==> config.mk <==
export PLATFORM = sky130hd
export DESIGN_NAME = mem_bus_responder
export DESIGN_NICKNAME = d
export VERILOG_FILES = /design/src/rtl/mem_bus_responder.sv
export SDC_FILE = /design/constraint.sdc
export NUM_CORES = 1
export LEC_CHECK = 0
export ABC_CLOCK_PERIOD_IN_PS = 3000
export CAP_MARGIN = 30
export CORE_ASPECT_RATIO = 1.25
export CORE_MARGIN = 2
export CORE_UTILIZATION = 45
export CTS_CLUSTER_DIAMETER = 40
export DETAILED_ROUTE_END_ITERATION = 10
export PLACE_DENSITY = 0.81
export REMOVE_ABC_BUFFERS = 1
export SYNTH_ARGS = -nofsm -noshare
export SYNTH_HDL_FRONTEND = slang
export SYNTH_SLANG_ARGS = --single-unit
==> constraint.sdc <==
create_clock -name clk -period 3 [get_ports clk]
set_clock_uncertainty 0.15 [all_clocks]
set_input_delay 0.6 -clock clk [delete_from_list [all_inputs] [get_ports clk]]
set_output_delay 0.6 -clock clk [all_outputs]
set_load 0.03 [all_outputs]
==> src/rtl/mem_bus_responder.sv <==
// mem_bus_responder: runs 6502 core memory requests against synchronous block
// RAM or a handshaked I/O page, holding rdy low until the access completes.
module mem_bus_responder #(
   parameter int unsigned RAM_WAIT = 1,
   parameter logic [3:0]  IO_PAGE  = 4'hD,
   parameter int unsigned TIMEOUT  = 16
) (
   input  logic        clk,
   input  logic        reset_n,
   input  logic        mem_read_req,
   input  logic        mem_write_req,
   input  logic [15:0] addr,
   input  logic [7:0]  wdata,
   output logic [7:0]  rdata,
   output logic        rdy,
   output logic        mem_en,
   output logic        mem_we,
   output logic [15:0] mem_addr,
   output logic [7:0]  mem_wdata,
   input  logic [7:0]  mem_rdata,
   output logic        io_req,
   output logic        io_we,
   output logic [11:0] io_addr,
   output logic [7:0]  io_wdata,
   input  logic [7:0]  io_rdata,
   input  logic        io_ack,
   input  logic        err_clr,
   output logic        bus_err,
   output logic [15:0] txn_count
);

   // One counter serves both the RAM wait and the I/O timeout.
   localparam int unsigned MAXC = (TIMEOUT > RAM_WAIT) ? TIMEOUT : RAM_WAIT;
   localparam int unsigned CW   = $clog2(MAXC + 1);

   typedef enum logic [2:0] {IDLE, ACCESS, WAIT, IO_WAIT, DONE} state_t;

   state_t        state;
   logic          is_wr;
   logic          is_io;
   logic [CW-1:0] cnt;
   logic          req;
   logic          err_set;

   assign req = mem_read_req | mem_write_req;

   // Conflicting strobes and I/O timeouts are the only error sources.
   assign err_set = (state == IDLE && mem_read_req && mem_write_req) ||
                    (state == IO_WAIT && !io_ack && cnt == '0);

   // rdy stalls the core in the same cycle a request shows up.
   always_comb begin
      rdy = 1'b0;
      if (reset_n) begin
         case (state)
            IDLE:    rdy = !req;
            DONE:    rdy = 1'b1;
            default: rdy = 1'b0;
         endcase
      end
   end

   // Access sequencer; all bus-side outputs are registered here.
   always_ff @(posedge clk or negedge reset_n) begin
      if (!reset_n) begin
         state     <= IDLE;
         is_wr     <= 1'b0;
         is_io     <= 1'b0;
         cnt       <= '0;
         rdata     <= 8'h00;
         mem_en    <= 1'b0;
         mem_we    <= 1'b0;
         mem_addr  <= 16'h0000;
         mem_wdata <= 8'h00;
         io_req    <= 1'b0;
         io_we     <= 1'b0;
         io_addr   <= 12'h000;
         io_wdata  <= 8'h00;
         txn_count <= 16'h0000;
      end else begin
         case (state)
            IDLE: begin
               if (req) begin
                  // A read+write collision is treated as a write.
                  is_wr <= mem_write_req;
                  if (addr[15:12] == IO_PAGE) begin
                     is_io    <= 1'b1;
                     io_addr  <= addr[11:0];
                     io_wdata <= wdata;
                  end else begin
                     is_io     <= 1'b0;
                     mem_addr  <= addr;
                     mem_wdata <= wdata;
                     mem_en    <= 1'b1;
                     mem_we    <= mem_write_req;
                  end
                  state <= ACCESS;
               end
            end
            ACCESS: begin
               if (is_io) begin
                  io_req <= 1'b1;
                  io_we  <= is_wr;
                  cnt    <= CW'(TIMEOUT - 1);
                  state  <= IO_WAIT;
               end else begin
                  mem_en <= 1'b0;
                  mem_we <= 1'b0;
                  cnt    <= CW'(RAM_WAIT - 1);
                  state  <= WAIT;
               end
            end
            WAIT: begin
               if (cnt == '0) begin
                  if (!is_wr) rdata <= mem_rdata;
                  txn_count <= txn_count + 16'd1;
                  state     <= DONE;
               end else begin
                  cnt <= cnt - 1'b1;
               end
            end
            IO_WAIT: begin
               // An ack on the last counted cycle still wins over the timeout.
               if (io_ack || cnt == '0) begin
                  if (!is_wr) rdata <= io_ack ? io_rdata : 8'hFF;
                  io_req    <= 1'b0;
                  io_we     <= 1'b0;
                  txn_count <= txn_count + 16'd1;
                  state     <= DONE;
               end else begin
                  cnt <= cnt - 1'b1;
               end
            end
            DONE:    state <= IDLE;
            default: state <= IDLE;
         endcase
      end
   end

   // Sticky error flag; a new error beats a clear in the same cycle.
   always_ff @(posedge clk or negedge reset_n) begin
      if (!reset_n)     bus_err <= 1'b0;
      else if (err_set) bus_err <= 1'b1;
      else if (err_clr) bus_err <= 1'b0;
   end

endmodule

* Word-level counts from Yosys, hierarchy flattened
Index checks and enable logic that the tools add are counted.
** Operators by class
- Equality and inequality tests :: 15
- Multiplexer cells :: 35
- Shift-type cells :: 0
- Reduce and logical (&&, ||, !) cells :: 24
- Multiply operators :: 0
- Order comparisons :: 0
- Div/mod/pow operators :: 0
- Add/sub/neg operators :: 2
- Bitwise logic cells :: 2
** Operators with widths (number)
- $mux W8 :: 5
- $mux W16 :: 2
- $pmux W16 S2 :: 1
- $ne A2 B2 Y1 const B :: 9
- $reduce_and A3 Y1 :: 6
- $add A16 B1 Y16 const B :: 1
- $pmux W8 S2 :: 1
- $pmux W5 S3 :: 1
- $mux W1 :: 13
- $pmux W3 S4 :: 1
- $mux W5 :: 2
- $pmux W1 S2 :: 5
- $mux W3 :: 3
- $reduce_bool A2 Y1 :: 4
- $eq A3 B2 Y1 const B :: 2
- $logic_not A5 Y1 :: 1
- $reduce_and A5 Y1 :: 1
- $sub A5 B1 Y5 const B :: 1
- $eq A4 B4 Y1 const B :: 1
- $logic_and A1 B1 Y1 :: 4
- $mux W4 :: 1
- $reduce_and A4 Y1 :: 1
- $eq A3 B1 Y1 const B :: 1
- $eq A3 B3 Y1 const B :: 1
- 8 further kinds :: 10
** Storage, ports and cells
- Bits in latches :: 0
- Input bits :: 46
- Word-level logic and storage cells :: 93
- ROM bits :: 0
- Bits in registers :: 83
- Memories kept :: 0
- Bits in writable memories :: 0

* Depth between registers and ports, before layout
Gate-level depths: netlist of run 1.
- Depth after elaboration :: 5
- Mapped depth :: 7

* Worst setup path before layout of run 1
OpenSTA, ideal clock, no wires.
- Path type :: input -> output
- Start :: in mem_write_req
- End :: out rdy
- Data required time :: 2250 ps
- Path buffers :: 0
- Setup slack :: 422 ps
- Cell stages on the path :: 3
- Arrival time :: 1828 ps
- Cell sequence :: nor2_1 -> nor2_1 -> nor4b_1
** Between the ends
- Word-level cells in the longest chain between the ends :: 4
** Ends and longest elaborated chain
- start, declared :: RTL line 11 : input logic mem_write_req,
- $or A1 B1 Y1 :: RTL line 45 : assign req = mem_read_req | mem_write_req;
- $logic_not A1 Y1 :: RTL line 56 : IDLE: rdy = !req;
- $pmux W1 S2 :: RTL line 55 : case (state)
- $mux W1 :: RTL line 54 : if (reset_n) begin
- end, declared :: RTL line 15 : output logic rdy,
No other way between the ends.

* Worst setup path after layout of run 1
Ends and elaborated chain as after synthesis.

==> results of run 1 <==
-- metal layers --
metal / global-route usage / vias up
met2: 0.362 / 98
li1: - / 1254
met3: 0.0389 / 21
met1: 0.248 / 1329
met5: 0 / -
met4: 0.107 / 0
-- power groups by stage --
stage               Combinational, W  Clock [W]  Sequential [W]
floorplan                   0.000829          0         0.00264
global placement             0.00268          0         0.00188
detailed placement           0.00275          0         0.00191
CTS                          0.00276   0.000919         0.00189
global route                 0.00292   0.000964         0.00195
finish                       0.00274   0.000907         0.00188
-- stage by stage --
| step | cell area (um^2) | power [W] | instances | util |
|---|---|---|---|---|
| floorplan | 3480 | 0.00347 | 269 | - |
| global placement | 4830 | 0.00455 | 489 | 0.628 |
| detailed placement | 4830 | 0.00465 | 489 | 0.628 |
| CTS | 5060 | 0.00557 | 505 | 0.657 |
| global route | 5060 | 0.00583 | 505 | 0.657 |
| finish | 5060 | 0.00553 | 505 | 0.657 |
-- layout make-up --
type / count / area share
Inverter: 5 / 0.00371
Clock inverter: 6 / 0.0176
Tap cell: 95 / 0.0235
Clock buffer: 10 / 0.0272
Sequential cell: 83 / 0.410
Timing Repair Buffer: 125 / 0.243
Multi-Input combinational cell: 181 / 0.274
-- path summary, 6_finish.rpt --
check	endpoint	slack, ns	from	depth (start not counted)
min in group clk	rdata[3]$_DFFE_PN0P_	0.33	rdata[3]$_DFFE_PN0P_	2
hold reg to reg	rdata[3]$_DFFE_PN0P_	0.33	rdata[3]$_DFFE_PN0P_	2
setup reg to reg	txn_count[8]$_DFFE_PN0P_	0.63	cnt[0]$_DFFE_PN0P_	6
max in group asynchronous	io_addr[4]$_DFFE_PN0P_	1.58	reset_n	3
hold / removal	rdata[1]$_DFFE_PN0P_	0.16	reset_n	2
setup / recovery	rdy	0.36	mem_write_req	5
-- cells in the mapped netlist (4+ instances only) --
cell type                   n  share of area
sky130_fd_sc_hd__inv_1      5         0.0053
sky130_fd_sc_hd__nand2b_1   5         0.0088
sky130_fd_sc_hd__xor2_1     5          0.012
sky130_fd_sc_hd__buf_2      6         0.0085
sky130_fd_sc_hd__dfrtp_1   83           0.59
sky130_fd_sc_hd__mux2_2    45           0.14
sky130_fd_sc_hd__nor2_1     6         0.0064
sky130_fd_sc_hd__nand2_1   24          0.025
sky130_fd_sc_hd__xnor2_1   10          0.025
sky130_fd_sc_hd__nand3_1    9          0.013
sky130_fd_sc_hd__clkbuf_1   6         0.0064
sky130_fd_sc_hd__o21ai_0   22          0.031
sky130_fd_sc_hd__nand4_1    4         0.0071
sky130_fd_sc_hd__nand3b_1   8          0.017
sky130_fd_sc_hd__and4_1     4         0.0099
-- registers in the layout, summed over array words and instances, names as in the netlist --
signal	count
io_req	1
mem_addr	16
is_wr	1
cnt	5
mem_en	1
io_addr	12
mem_we	1
is_io	1
mem_wdata	8
rdata	8
io_wdata	8
bus_err	1
io_we	1
txn_count	16
state	3
-- critical path, delay by kind of cell --
family / cells / cell delay [ns]
simple gates: 3 / 0.58
buf+inv: 2 / 0.70
-- cells by family after synthesis --
family | after synthesis | synth area share
AOI/OAI and AO/OA | 41 | 0.0777
xor gates and xnor gates | 15 | 0.0371
adders and majority gates | 2 | 0.00706
buffers and inverters | 18 | 0.0233
DFF | 83 | 0.586
muxes | 46 | 0.146
and+or+nand+nor | 77 | 0.123
==> flow_summary.rst, run 1 <==
.. list-table::
   :header-rows: 1

   * - Metric
     - Value
   * - Proportion of synthesized flip-flops having asynchronous set or reset
     - 1.00
   * - Arrival time at the worst endpoint
     - 1.89 ns
   * - Register area share after synthesis
     - 0.586
   * - Leading cell type in the layout, fill and taps excluded
     - sky130_fd_sc_hd__clkdlybuf4s50_1
   * - Total clock sinks
     - 83
   * - Internal Dissipation
     - 0.00329 W
   * - Share of power burned in the clock network
     - 0.164
   * - Largest net degree at the start of global routing
     - 45
   * - Sum of negative setup slack
     - 0 ns
   * - Number of violations of the max-capacitance limit
     - 0
   * - Residual antenna-violating net count after detailed routing
     - 0
   * - Total routing resource utilization after global routing
     - 0.207
   * - Pins Over Slew Limit
     - 0
   * - Hold slack
     - 0.164 ns
   * - Number of diodes added for antenna fixing
     - 0
   * - Area of all sequential standard cells
     - 2080 um^2
   * - Maximum clock frequency
     - 379 MHz
   * - Number of warnings printed during yosys synthesis
     - 0
   * - Net Sw Frac
     - 0.404
   * - Area of the core
     - 7700 um^2
   * - Die X
     - 83.4 um
   * - Avg Synthesized Cell Area
     - 12.6 um^2
   * - Final hold violation count
     - 0
   * - Placer Congestion
     - 0.801
   * - Port Buffers
     - 119
   * - CTS H-tree lvls
     - 3
   * - Max-slew headroom at the worst pin
     - 0.383
   * - Initial DRC count
     - 154
   * - Number of enable flip-flop cells after synthesis
     - 0
   * - Clock latency on the worst-skew pair
     - 0.35 ns
   * - Class of the most critical setup path
     - in2out
   * - Initial core utilization
     - 0.460
   * - Area growth from synthesis to layout
     - 42.7%
   * - Bufs on Longest Clock Path
     - 2
   * - Net count of the finished layout
     - 453
   * - Maximum cell stage delay along the critical path
     - 0.48 ns
   * - Total clock buffers created by CTS
     - 9
   * - Most instantiated flip-flop cell in the synthesis netlist
     - sky130_fd_sc_hd__dfrtp_1
   * - Kind of capture point of the worst setup path
     - output port
   * - Leakage dissipation
     - 2.16 nW
   * - Period minus WS final
     - 2.64 ns
   * - Share of cells above drive strength 1
     - 0.185
   * - Critical path, cell by cell
     - clkdlybuf4s50_1 > nor2_1 > nor2_1 > nor4b_1 > buf_4
   * - TritonCTS clock tree
     - built
   * - Top-level I/O count
     - 120
   * - RSZ-0062 raised after global routing
     - false
   * - Number of setup buffers added after CTS
     - 0
   * - Antenna violations before repair
     - 0
   * - Clock slew at the register clock pins of the worst setup and hold paths
     - 0.09 ns
   * - Root buf cell
     - sky130_fd_sc_hd__clkbuf_8
   * - Vias per Instance
     - 5.35
   * - Pre-CTS WS
     - 0.364 ns
   * - Number of cells upsized or downsized after cts
     - 0
   * - Max rail drop VDD
     - 0.589 mV
   * - Synth Register Bits
     - 83
   * - Endpoint required time on the critical path
     - 2.25 ns
   * - Path category of the worst min-delay check
     - in2async
   * - Share of power burned in registers
     - 0.341
   * - Combinational cell fraction of total power
     - 0.495
   * - Wire length of the first global-routing pass
     - 14.1 mm
   * - Wire length on met2
     - 4.51 mm
   * - Post-detailed-routing wire length
     - 8.68 mm
   * - WL met3
     - 397 um
   * - Crit path top cell by count
     - sky130_fd_sc_hd__nor2_1
   * - Final global-route overflow total
     - 0
   * - Least setup slack across all paths after layout
     - 0.361 ns
   * - Die Ht
     - 103 um
   * - WL met1
     - 3.45 mm
   * - Top fanout value on the critical path
     - 5
   * - Commonest cells after routing, fill and taps aside
     - sky130_fd_sc_hd__clkdlybuf4s50_1 (117), sky130_fd_sc_hd__dfrtp_1 (83), sky130_fd_sc_hd__mux2_2 (45)
   * - Crit share post-route
     - 0.880
   * - Area of combinational cells with multiple inputs
     - 1390 um^2
   * - Synthesized instance count
     - 282
   * - Switching power total
     - 0.00224 W
   * - First-pass iteration count of the detailed router
     - 4
   * - Final setup viols
     - 0
   * - Final-layout fill cell count
     - 612
   * - P per Cell Area
     - 1090 nW/um^2
   * - Highest signal layer in the routed design
     - met4
   * - # rows
     - 36
   * - Placed wire-length estimate after detailed placement
     - 6.35 mm
   * - Number of buffers inserted by hold repair at cts
     - 0
   * - Status
     - finished, final reports clean
   * - Cell type of the slowest stage on the worst timing path
     - sky130_fd_sc_hd__clkdlybuf4s50_1
   * - Distinct cell type count after synthesis
     - 43
   * - Summed instance area of the synthesized netlist
     - 3540 um^2
   * - Count of unresolved DRC violations after routing
     - 0
   * - Routed len/inst
     - 17.2 um
   * - Via count of the first global-routing pass
     - 2826
   * - Vias
     - 2702
   * - Pin slew with the least headroom to its limit
     - 0.922 ns
   * - Startpoint class of the critical path
     - input port
   * - Floorplan die area
     - 8610 um^2
No activity file was read; power rests on OpenSTA's default activity.
==> inputs of run 2 (changes only) <==
--- a/config.mk
+++ b/config.mk
@@ -7,9 +7,11 @@
 export LEC_CHECK = 0
 export ABC_CLOCK_PERIOD_IN_PS = 3000
 export CAP_MARGIN = 30
+export CELL_PAD_IN_SITES_DETAIL_PLACEMENT = 1
+export CELL_PAD_IN_SITES_GLOBAL_PLACEMENT = 1
 export CORE_ASPECT_RATIO = 1.25
 export CORE_MARGIN = 2
-export CORE_UTILIZATION = 45
+export CORE_UTILIZATION = 35
 export CTS_CLUSTER_DIAMETER = 40
 export DETAILED_ROUTE_END_ITERATION = 10
 export PLACE_DENSITY = 0.81
==> flow_summary.rst, run 2 (synthesis results as in run 1) <==
.. list-table::
   :header-rows: 1

   * - Metric
     - Value
   * - Status
     - finished, final reports clean
   * - Critical path, cell by cell
     - clkdlybuf4s50_1 > nor2_1 > nor2_1 > nor4b_1 > buf_4
   * - Clock slew at the register clock pins of the worst setup and hold paths
     - 0.07 ns
   * - Placer Congestion
     - 0.710
   * - Final global-route overflow total
     - 0
   * - Crit path top cell by count
     - sky130_fd_sc_hd__nor2_1
   * - Final hold violation count
     - 0
   * - Post-placement cell area
     - 4900 um^2
   * - Area of the core
     - 10000 um^2
   * - Antenna violations before repair
     - 0
   * - CTS H-tree lvls
     - 3
   * - Startpoint class of the critical path
     - input port
   * - Pre-CTS WS
     - 0.399 ns
   * - Endpoint required time on the critical path
     - 2.25 ns
   * - Pins Over Slew Limit
     - 0
   * - Die X
     - 94.0 um
   * - TritonCTS clock tree
     - built
   * - Residual antenna-violating net count after detailed routing
     - 0
   * - Class of the most critical setup path
     - in2out
   * - Largest registers
     - mem_addr: 16 flops, txn_count: 16 flops, io_addr: 12 flops
   * - Path category of the worst min-delay check
     - in2async
   * - Floorplan die area
     - 11000 um^2
   * - Clock latency on the worst-skew pair
     - 0.34 ns
   * - Via count of the first global-routing pass
     - 2964
   * - Sum of negative setup slack
     - 0 ns
   * - Vias
     - 2696
   * - Placed wire-length estimate after detailed placement
     - 6.68 mm
   * - Leading cell type in the layout, fill and taps excluded
     - sky130_fd_sc_hd__clkdlybuf4s50_1
   * - Period minus WS final
     - 2.61 ns
   * - Least setup slack across all paths after layout
     - 0.388 ns
   * - Total routing resource utilization after global routing
     - 0.180
   * - Pin slew with the least headroom to its limit
     - 0.566 ns
   * - Max rail drop VDD
     - 0.566 mV
   * - Routed len/inst
     - 16.9 um
   * - Maximum cell stage delay along the critical path
     - 0.48 ns
   * - P per Cell Area
     - 1100 nW/um^2
   * - Top fanout value on the critical path
     - 5
   * - Crit share post-route
     - 0.871
   * - Port Buffers
     - 119
   * - Count of unresolved DRC violations after routing
     - 0
   * - Die Ht
     - 117 um
   * - Largest net degree at the start of global routing
     - 52
   * - Root buf cell
     - sky130_fd_sc_hd__clkbuf_16
   * - Total clock sinks
     - 83
   * - Post-layout instance area
     - 5190 um^2
   * - Bufs on Longest Clock Path
     - 2
   * - Leakage dissipation
     - 2.20 nW
   * - Cell type of the slowest stage on the worst timing path
     - sky130_fd_sc_hd__clkdlybuf4s50_1
   * - Number of cells upsized or downsized after cts
     - 0
   * - Share of cells above drive strength 1
     - 0.187
   * - Wire length of the first global-routing pass
     - 15.0 mm
   * - Number of setup buffers added after CTS
     - 0
   * - Number of buffers inserted by hold repair at cts
     - 0
   * - Total clock buffers created by CTS
     - 9
   * - First-pass iteration count of the detailed router
     - 3
   * - Final setup viols
     - 0
   * - Final standard cell utilization of the core
     - 0.519
   * - Net count of the finished layout
     - 454
   * - Launch point of the worst path
     - mem_write_req
   * - Number of diodes added for antenna fixing
     - 0
   * - Initial core utilization
     - 0.354
   * - Max-slew headroom at the worst pin
     - 0.623
   * - Area growth from synthesis to layout
     - 46.4%
   * - Maximum clock frequency
     - 383 MHz
   * - Area of combinational cells with multiple inputs
     - 1390 um^2
   * - Initial DRC count
     - 55
   * - Top-level I/O count
     - 120
   * - Arrival time at the worst endpoint
     - 1.86 ns
   * - Worst r2r src
     - cnt[0]$_DFFE_PN0P_
   * - RSZ-0062 raised after global routing
     - false
   * - Final-layout fill cell count
     - 1064
   * - # rows
     - 41
   * - Vias per Instance
     - 4.99
   * - Kind of capture point of the worst setup path
     - output port
   * - Post-detailed-routing wire length
     - 9.10 mm
   * - Number of violations of the max-capacitance limit
     - 0
   * - Area of all sequential standard cells
     - 2080 um^2
   * - Commonest cells after routing, fill and taps aside
     - sky130_fd_sc_hd__clkdlybuf4s50_1 (117), sky130_fd_sc_hd__dfrtp_1 (83), sky130_fd_sc_hd__mux2_2 (45)
   * - PnR Total Power
     - 0.00569 W
-- run 2: stage by stage --
step / cells / hold WS (ns)
6_report: 540 / 0.155
5_1_grt: 540 / 0.182
4_1_cts: 540 / 0.171
3_5_place_dp: 524 / 0.322
3_3_place_gp: 523 / 0.314
2_1_floorplan: 269 / 0.154
-- run 2: critical path: cells and delay by family --
kind	cells	cell delay, ns
simple gates	3	0.55
buf+inv	2	0.70
-- run 2: final cells by class --
| cell class | instances | area share |
|---|---|---|
| Timing Repair Buffer | 126 | 0.243 |
| Inverter | 5 | 0.00362 |
| Multi-Input combinational cell | 181 | 0.267 |
| Clock inverter | 6 | 0.00892 |
| Sequential cell | 83 | 0.400 |
| Clock buffer | 10 | 0.0461 |
| Tap cell | 129 | 0.0311 |
-- run 2: worst paths after layout --
| check | endpoint | slack (ns) | cells after the start |
|---|---|---|---|
| worst max-delay path | rdy | 0.39 | 5 |
| worst min-delay path | rdata[0]$_DFFE_PN0P_ | 0.16 | 2 |
| worst max register to register | txn_count[8]$_DFFE_PN0P_ | 0.69 | 6 |
| worst min register to register | rdata[0]$_DFFE_PN0P_ | 0.33 | 2 |
| max in group asynchronous | txn_count[8]$_DFFE_PN0P_ | 1.93 | 3 |
| min in group clk | rdata[0]$_DFFE_PN0P_ | 0.33 | 2 |
-- run 2: power breakdown --
group | internal, W | leakage [nW] | switching, W
registers | 0.00157 | 1.04 | 0.000323
clock network | 0.000589 | 0.135 | 0.000462
logic | 0.00124 | 1.03 | 0.00150
-- run 2: metal layers --
layer,part of all wire,global-route usage
met1,0.38,0.196
met5,0,0
met2,0.53,0.328
met4,0.015,0.0638
met3,0.069,0.0600
